`src/rtl/minion_sprite_renderer.sv`:
```
// rtl/minion_sprite_renderer.sv - sprite ROM addressing, palette lookup, flip and post-hit blink
// Two-stage pixel pipeline: stage 1 drives the ROM address, stage 2 maps the returned index to RGB.
module minion_sprite_renderer #(
  parameter int SPRITE_W     = 32,
  parameter int SPRITE_H     = 53,
  parameter int BLINK_FRAMES = 60,
  parameter int BLINK_PERIOD = 4
) (
  input  logic        Clk,
  input  logic        Reset_n,
  input  logic        frame_start,
  input  logic [9:0]  DrawX,
  input  logic [9:0]  DrawY,
  input  logic [9:0]  sprite_x,
  input  logic [9:0]  sprite_y,
  input  logic        flip,
  input  logic        hit,
  output logic [18:0] read_address,
  input  logic [2:0]  yellow_in,
  output logic        sprite_on,
  output logic [23:0] pixel_rgb,
  output logic        blinking
);

  localparam int FW = $clog2(BLINK_FRAMES + 1);
  localparam int PW = (BLINK_PERIOD > 1) ? $clog2(BLINK_PERIOD) : 1;

  typedef enum logic {NORMAL = 1'b0, BLINK = 1'b1} state_t;

  state_t        state_q, state_d;
  logic [FW-1:0] frames_left_q, frames_left_d;
  logic [PW-1:0] phase_cnt_q, phase_cnt_d;
  logic          visible_q, visible_d;
  logic [9:0]    pos_x_q, pos_x_d, pos_y_q, pos_y_d;
  logic          flip_q, flip_d;
  logic [18:0]   read_address_q, read_address_d;
  logic          in_box_q, in_box_d;
  logic          sprite_on_q, sprite_on_d;
  logic [23:0]   pixel_rgb_q, pixel_rgb_d;

  logic [10:0]   dx, dy, col;
  logic          in_box;

  function automatic logic [23:0] palette(input logic [2:0] idx);
    case (idx)
      3'd1:    palette = 24'hFFD800;
      3'd2:    palette = 24'h000000;
      3'd3:    palette = 24'hFFFFFF;
      3'd4:    palette = 24'h1E5AC8;
      3'd5:    palette = 24'h808080;
      3'd6:    palette = 24'h6B3E1E;
      3'd7:    palette = 24'hE01010;
      default: palette = 24'h000000;
    endcase
  endfunction

  // Position and flip only move at frame_start so a frame never tears.
  always_comb begin
    pos_x_d = frame_start ? sprite_x : pos_x_q;
    pos_y_d = frame_start ? sprite_y : pos_y_q;
    flip_d  = frame_start ? flip     : flip_q;
  end

  always_comb begin
    dx     = {1'b0, DrawX} - {1'b0, pos_x_q};
    dy     = {1'b0, DrawY} - {1'b0, pos_y_q};
    in_box = ({1'b0, DrawX} >= {1'b0, pos_x_q}) &&
             ({1'b0, DrawX} <  ({1'b0, pos_x_q} + 11'(SPRITE_W))) &&
             ({1'b0, DrawY} >= {1'b0, pos_y_q}) &&
             ({1'b0, DrawY} <  ({1'b0, pos_y_q} + 11'(SPRITE_H)));
    col    = flip_q ? (11'(SPRITE_W - 1) - dx) : dx;
    read_address_d = in_box ? (({8'b0, dy} * 19'(SPRITE_W)) + {8'b0, col}) : 19'd0;
    in_box_d       = in_box;
    sprite_on_d    = in_box_q && (yellow_in != 3'd0) && visible_q;
    pixel_rgb_d    = sprite_on_d ? palette(yellow_in) : 24'h000000;
  end

  // A hit always wins over a coincident frame_start: restart, no decrement.
  always_comb begin
    state_d       = state_q;
    frames_left_d = frames_left_q;
    phase_cnt_d   = phase_cnt_q;
    visible_d     = visible_q;
    if (hit) begin
      state_d       = BLINK;
      frames_left_d = FW'(BLINK_FRAMES);
      phase_cnt_d   = '0;
      visible_d     = 1'b0;
    end else if (frame_start && state_q == BLINK) begin
      if (frames_left_q <= FW'(1)) begin
        state_d       = NORMAL;
        frames_left_d = '0;
        phase_cnt_d   = '0;
        visible_d     = 1'b1;
      end else begin
        frames_left_d = frames_left_q - FW'(1);
        if (phase_cnt_q == PW'(BLINK_PERIOD - 1)) begin
          phase_cnt_d = '0;
          visible_d   = ~visible_q;
        end else begin
          phase_cnt_d = phase_cnt_q + PW'(1);
        end
      end
    end
  end

  always_ff @(posedge Clk) begin
    if (!Reset_n) begin
      state_q        <= NORMAL;
      frames_left_q  <= '0;
      phase_cnt_q    <= '0;
      visible_q      <= 1'b1;
      pos_x_q        <= '0;
      pos_y_q        <= '0;
      flip_q         <= 1'b0;
      read_address_q <= '0;
      in_box_q       <= 1'b0;
      sprite_on_q    <= 1'b0;
      pixel_rgb_q    <= '0;
    end else begin
      state_q        <= state_d;
      frames_left_q  <= frames_left_d;
      phase_cnt_q    <= phase_cnt_d;
      visible_q      <= visible_d;
      pos_x_q        <= pos_x_d;
      pos_y_q        <= pos_y_d;
      flip_q         <= flip_d;
      read_address_q <= read_address_d;
      in_box_q       <= in_box_d;
      sprite_on_q    <= sprite_on_d;
      pixel_rgb_q    <= pixel_rgb_d;
    end
  end

  assign read_address = read_address_q;
  assign sprite_on    = sprite_on_q;
  assign pixel_rgb    = pixel_rgb_q;
  assign blinking     = (state_q == BLINK);

endmodule

```
`config.mk`:
```
export PLATFORM = sky130hd
export DESIGN_NAME = minion_sprite_renderer
export DESIGN_NICKNAME = d
export VERILOG_FILES = /design/src/rtl/minion_sprite_renderer.sv
export SDC_FILE = /design/constraint.sdc
export NUM_CORES = 1
export LEC_CHECK = 0
export ABC_AREA = 1
export CAP_MARGIN = 25
export CELL_PAD_IN_SITES_DETAIL_PLACEMENT = 1
export CELL_PAD_IN_SITES_GLOBAL_PLACEMENT = 1
export CORE_MARGIN = 2
export CORE_UTILIZATION = 37
export DETAILED_ROUTE_END_ITERATION = 10
export GPL_ROUTABILITY_DRIVEN = 0
export PLACE_DENSITY_LB_ADDON = 0.1
export REMOVE_ABC_BUFFERS = 1
export SETUP_SLACK_MARGIN = 0.3
export SLEW_MARGIN = 20
export SYNTH_ARGS = -nofsm -noshare
export SYNTH_HDL_FRONTEND = slang
export SYNTH_SLANG_ARGS = --single-unit
```
`constraint.sdc`:
```
create_clock -name Clk -period 4.4 [get_ports Clk]
set_clock_uncertainty 0.2 [all_clocks]
set_input_delay 1.1 -clock Clk [delete_from_list [all_inputs] [get_ports Clk]]
set_output_delay 1.1 -clock Clk [all_outputs]
set_load 0.03 [all_outputs]
```
=== Word-level counts from Yosys, hierarchy flattened ===
Cells that the tools add are included.

* Register bits after elaboration: 76
* Bits of input ports: 48
* Output and inout bits: 45
* Logic and storage cells: 63

* $add $sub $neg: 8
* $lt $le $gt $ge: 5
* Equal/unequal tests: 7
* Muxes and demuxes: 14
* Bitwise logic cells: 2
* Reduce and logical (&&, ||, !) cells: 15

{| class="wikitable"
|+ Operator list
! cell !! count
|-
| 24-bit one-hot mux with 6 select lines || 1
|-
| 10-bit by 6-bit adder with 11-bit output (second input constant) || 2
|-
| 10-bit by 11-bit < comparator with 1-bit output || 2
|-
| 10-bit by 10-bit subtractor with 11-bit output || 2
|-
| 10-bit >= comparator || 2
|-
| 6-bit 2-to-1 mux || 3
|-
| 16-bit by 11-bit adder with 17-bit output || 1
|-
| 3-bit == test (second input constant) || 4
|-
| 11-bit 2-to-1 mux || 1
|-
| 5-bit by 11-bit subtractor with 11-bit output (first input constant) || 1
|-
| 2-bit AND reduction || 4
|-
| 1-bit 2-to-1 mux || 7
|-
| 6-bit by 1-bit less-or-equal comparator with 1-bit output (second input constant) || 1
|-
| 1-bit logical AND || 6
|-
| 3-bit nonzero test || 2
|-
| 6-bit by 1-bit subtractor with 6-bit output (second input constant) || 1
|-
| 2-bit 2-to-1 mux || 2
|-
| 2-bit nonzero test || 2
|-
| 3-bit by 1-bit == test with 1-bit output (second input constant) || 1
|-
| 3-bit by 2-bit == test with 1-bit output (second input constant) || 1
|-
| 2-bit by 1-bit adder with 2-bit output (second input constant) || 1
|-
| 2-bit == test (second input constant) || 1
|-
| 1-bit inverter || 2
|-
| 2-bit OR reduction || 1
|}

=== Longest topological paths before layout ===
* Depth in word-level cells: 6
* Depth in mapped cells: 26
* Mapped depth without buffers: 25

=== Worst setup path after synthesis ===
Ideal clock, no wire load.

* Path type: input-to-reg
* Start: input port DrawX[0]
* End: register read_address_q[13], in the netlist read_address[13]
* Library setup time: 0.120 ns
* Arrival: 3.888 ns
* Data required time: 4.080 ns
* Path slack: 0.192 ns
* Stages: 19
* Buffers on the path: 0
* Cell sequence: inv_1 -> ha_1 -> inv_1 -> fa_1 -> nand4_1 -> nand3_1 -> nand2_1 -> nand2_1 -> ha_1 -> inv_1 -> o21ai_0 -> inv_1 -> fa_1 -> nor4_1 -> nor2_1 -> nor2_1 -> nand2_1 -> xor2_1 -> nor2_4

* Longest elaborated chain between the ends: 5
* Elaborated cells on any way between the ends: 10
* Those cells by class: add/sub (3); order compare (2); mux (1); reduce/logical (4)

{| class="wikitable"
|+ Ends and longest elaborated chain
! what !! line !! RTL
|-
| start, declared || 12 || <nowiki>input logic [9:0] DrawX,</nowiki>
|-
| parallel branches: the longest is 5 deep, another holds 16-bit by 11-bit adder with 17-bit output || -- ||
|-
| end signal, assigned || 128 || <nowiki>read_address_q <= read_address_d;</nowiki>
|-
| end, declared || 36 || <nowiki>logic [18:0] read_address_q, read_address_d;</nowiki>
|}

Parallel ways; which one is timed is not known.
A chain may end at the register's enable or synchronous reset.

=== Worst setup path after layout ===
* Start: input port DrawX[0]
* End: register read_address_q[15], in the netlist read_address[15]

Same word-level chain as after synthesis.

==> results_dict.tcl <==
set metrics [dict create \
    clock.fmax_mhz 252.9 \
    die_w_um 114.8 \
    tightest_slew_ns 0.5403 \
    cp_cell_sequence "buf_6 -> inv_4 -> ha_4 -> inv_4 -> fa_2 -> nand4_1 -> nand3_1 -> nand2_2 -> nand2_2 -> ha_4 -> inv_4 -> o21ai_4 -> inv_2 -> fa_2 -> nor4_4 -> nor2_2 -> nor2_2 -> nand2_2 -> nor2_4 -> nand2_1 -> nand2_1 -> nor2_1" \
    drt_iter0_markers 101 \
    fin_nets 875 \
    hold_class "reg2reg" \
    path_clk_slew_ns 0.05 \
    synth_cells 647 \
    clock_latency_ns 0.34 \
    maxCapViolCount 0 \
    muxShareOfSynthArea_pct 0 \
    layout-drive-gt1-share_pct 17.93 \
    clock_sinks 63 \
    htreeDepth 3 \
    routed_via_density 4.834 \
    die_area_mm2 0.01317 \
    dr_total_vias 4486 \
    synth_cell_type_count 38 \
    grt_use_total_pct 19.77 \
    place_hpwl_um 10040 \
    drt_pass1_iterations 4 \
    num_antenna_cells 0 \
    dieHeight_um 114.8 \
    status "completed" \
    synth_fa_ha_area_share_pct 14.28 \
    cp.required_ns 4.43 \
    drtAntennaViolNets 0 \
    place_area_mm2 0.005771 \
    period_share_pct 89.86 \
    drc_errors 0 \
    ys_ff_latch 63 \
    min_period_ns 3.954 \
    startpoint_type "input port" \
    fin_util_pct 53.51 \
    design_area_mm2 0.006427 \
    arrival_ns 3.99 \
    grt_pass1_wl_um 20860 \
    wl_met3_um 456 \
    relSlewSlack_pct 63.93 \
    synth_compound_area_share_pct 12.41 \
    synth-xor-area-share_pct 6.562 \
    cellLeakagePower_nw 2.985 \
    critPathCaptureType "flop" \
    overflow 0 \
    synth_area_mm2 0.004538 \
    ys_warn_count 0 \
    setup_tns_ns 0 \
    wirelength_um 12630 \
    core-area_mm2 0.01201 \
    peakVddDrop_v 0.0001598 \
    grt_max_degree 42 \
    wl_per_cell_um 13.61 \
    rsz0062_at_grt "yes" \
    ys_seq_area_share_pct 27.79 \
    start_util_pct 37.78 \
    clockBufferDepth 2 \
    hold_buffers 0 \
    synth_top_family_by_area "simple AND/OR/NAND/NOR gates" \
    wl_met2_um 6369 \
    hold_viol 0 \
    cts_tree "built" \
    syn_avg_cell_area_um2 7.014 \
    worstPathMaxFanout 2 \
    synth-simple-area-share_pct 27.02 \
    pwr_density_cell_mw_per_mm2 354.6 \
    grt_pass1_vias 4618 \
    io_pins 93 \
    antenna_found_initial 0 \
    highest_layer "met4" \
    area_growth_pct 41.63 \
    slowest_delay_ns 0.41 \
    crit_type "in2reg" \
    m1WireLength_um 5654 \
    port-buffer-count 90 \
    critPathSlowestCell "fa_2" \
    slew_violations 0 \
    finalSetupViolCount 0 \
    rows 40 \
    cts_buffers 9 \
    root_buffer "clkbuf_16" \
]
## cells in the mapped netlist (all sizes together)
cell,n,share of area [%]
nor3,3,0.33
xor2,23,4.4
o22ai,1,0.14
o31ai,1,0.17
nand4,14,2.1
o21ai,32,3.5
o21bai,1,0.17
clkbuf,6,0.50
conb,1,0.083
nor4,1,0.14
fa,3,1.3
a21oi,59,6.8
buf,16,2.9
nor2,76,8.4
o211ai,2,0.33
a21o,3,0.52
a31oi,1,0.14
ha,47,13
dfxtp,63,28
nand3,28,3.2
o21a,2,0.33
nand3b,2,0.33
xnor2,11,2.1
inv,101,8.4
a22oi,2,0.33
nand2,148,13
## what timing repair did
item                       in CTS  in global routing
resized for setup              43                 35
cloned                          0                  0
setup buffers                   7                  3
pin swaps                      27                 19
setup endpoints to repair       8                  8
## through the flow
| step | hold WS, ns | setup WS [ns] | instances | power, W |
|---|---|---|---|---|
| after floorplan | 0.2367 | 0.1897 | 626 | 0.001133 |
| after global placement | 0.2492 | -0.3961 | 903 | 0.001394 |
| after detailed placement | 0.2602 | -0.4896 | 903 | 0.001424 |
| after CTS | 0.2972 | 0.3080 | 925 | 0.002239 |
| after global routing | 0.3204 | 0.2752 | 928 | 0.002440 |
| final | 0.2919 | 0.4461 | 928 | 0.002279 |
## layer usage
layer | GRT usage (%) | vias up
met5 | 0 | -
li1 | - | 2313
met2 | 36.65 | 75
met4 | 5.783 | 0
met1 | 23.24 | 2088
met3 | 3.585 | 10
## worst max-delay path: cells and delay by family
family          cells  cell delay [ns]
compound gates      1             0.15
simple gates       12             1.26
fa+ha+maj           4             1.21
buf+inv             5             0.27
## cells by family (layout without fill, tap and decap cells)
group,after synthesis,after routing
XOR/XNOR,34,34
adder cells (fa/ha/maj),50,50
AO/OA/AOI/OAI,104,104
flip-flops,63,63
other,1,2
AND/OR/NAND/NOR,272,272
buffers and inverters,123,256
## state kept, by name, indices dropped and copies added (netlist names)
| register | flops |
|---|---|
| pos_y_q | 10 |
| flip_q | 1 |
| pos_x_q | 10 |
| pixel_rgb | 13 |
| phase_cnt_q | 2 |
| visible_q | 1 |
| read_address | 17 |
| in_box_q | 1 |
| sprite_on | 1 |
| blinking | 1 |
| frames_left_q | 6 |
## where the power goes
| group | internal (W) | switching [W] | total, W | leakage [nW] |
|---|---|---|---|---|
| clock network | 0.000465 | 0.000263 | 0.000728 | 0.145 |
| logic | 0.000428 | 0.000506 | 0.000933 | 2.33 |
| registers | 0.000598 | 0.0000199 | 0.000618 | 0.516 |
## layout by cell type, fill, tap and decap left out, types with 4 or more instances in the layout
master           count
o21ai_0             28
buf_4               48
dfxtp_1             63
nand4_1             13
inv_2                5
clkdlybuf4s50_1     81
inv_1               92
nand2_1            128
nor2_2               8
a21oi_1             57
inv_4                4
nand2_2             20
xor2_1              22
nor2_1              55
xnor2_1             11
ha_4                12
clkbuf_16            9
nand3_1             26
nor2_4              13
ha_1                35
## cell type report
cell class | instances | area, um^2
Inverter | 101 | 389.1
Tap cell | 147 | 183.9
Clock inverter | 3 | 42.54
Multi-Input combinational cell | 462 | 3005
Timing Repair Buffer | 140 | 1289
Fill cell | 1504 | 5584
Sequential cell | 63 | 1261
Clock buffer | 12 | 256.5
## final timing paths
kind	from	endpoint	slack (ns)	cells past startpoint
hold reg to reg	phase_cnt_q[0]	phase_cnt_q[0]	0.29	2
setup / recovery	DrawX[0]	read_address[15]	0.45	22
hold / removal	phase_cnt_q[0]	phase_cnt_q[0]	0.29	2
setup reg to reg	pos_x_q[5]	read_address[15]	0.93	19
Note: power is estimated with default switching activity, not from simulation.
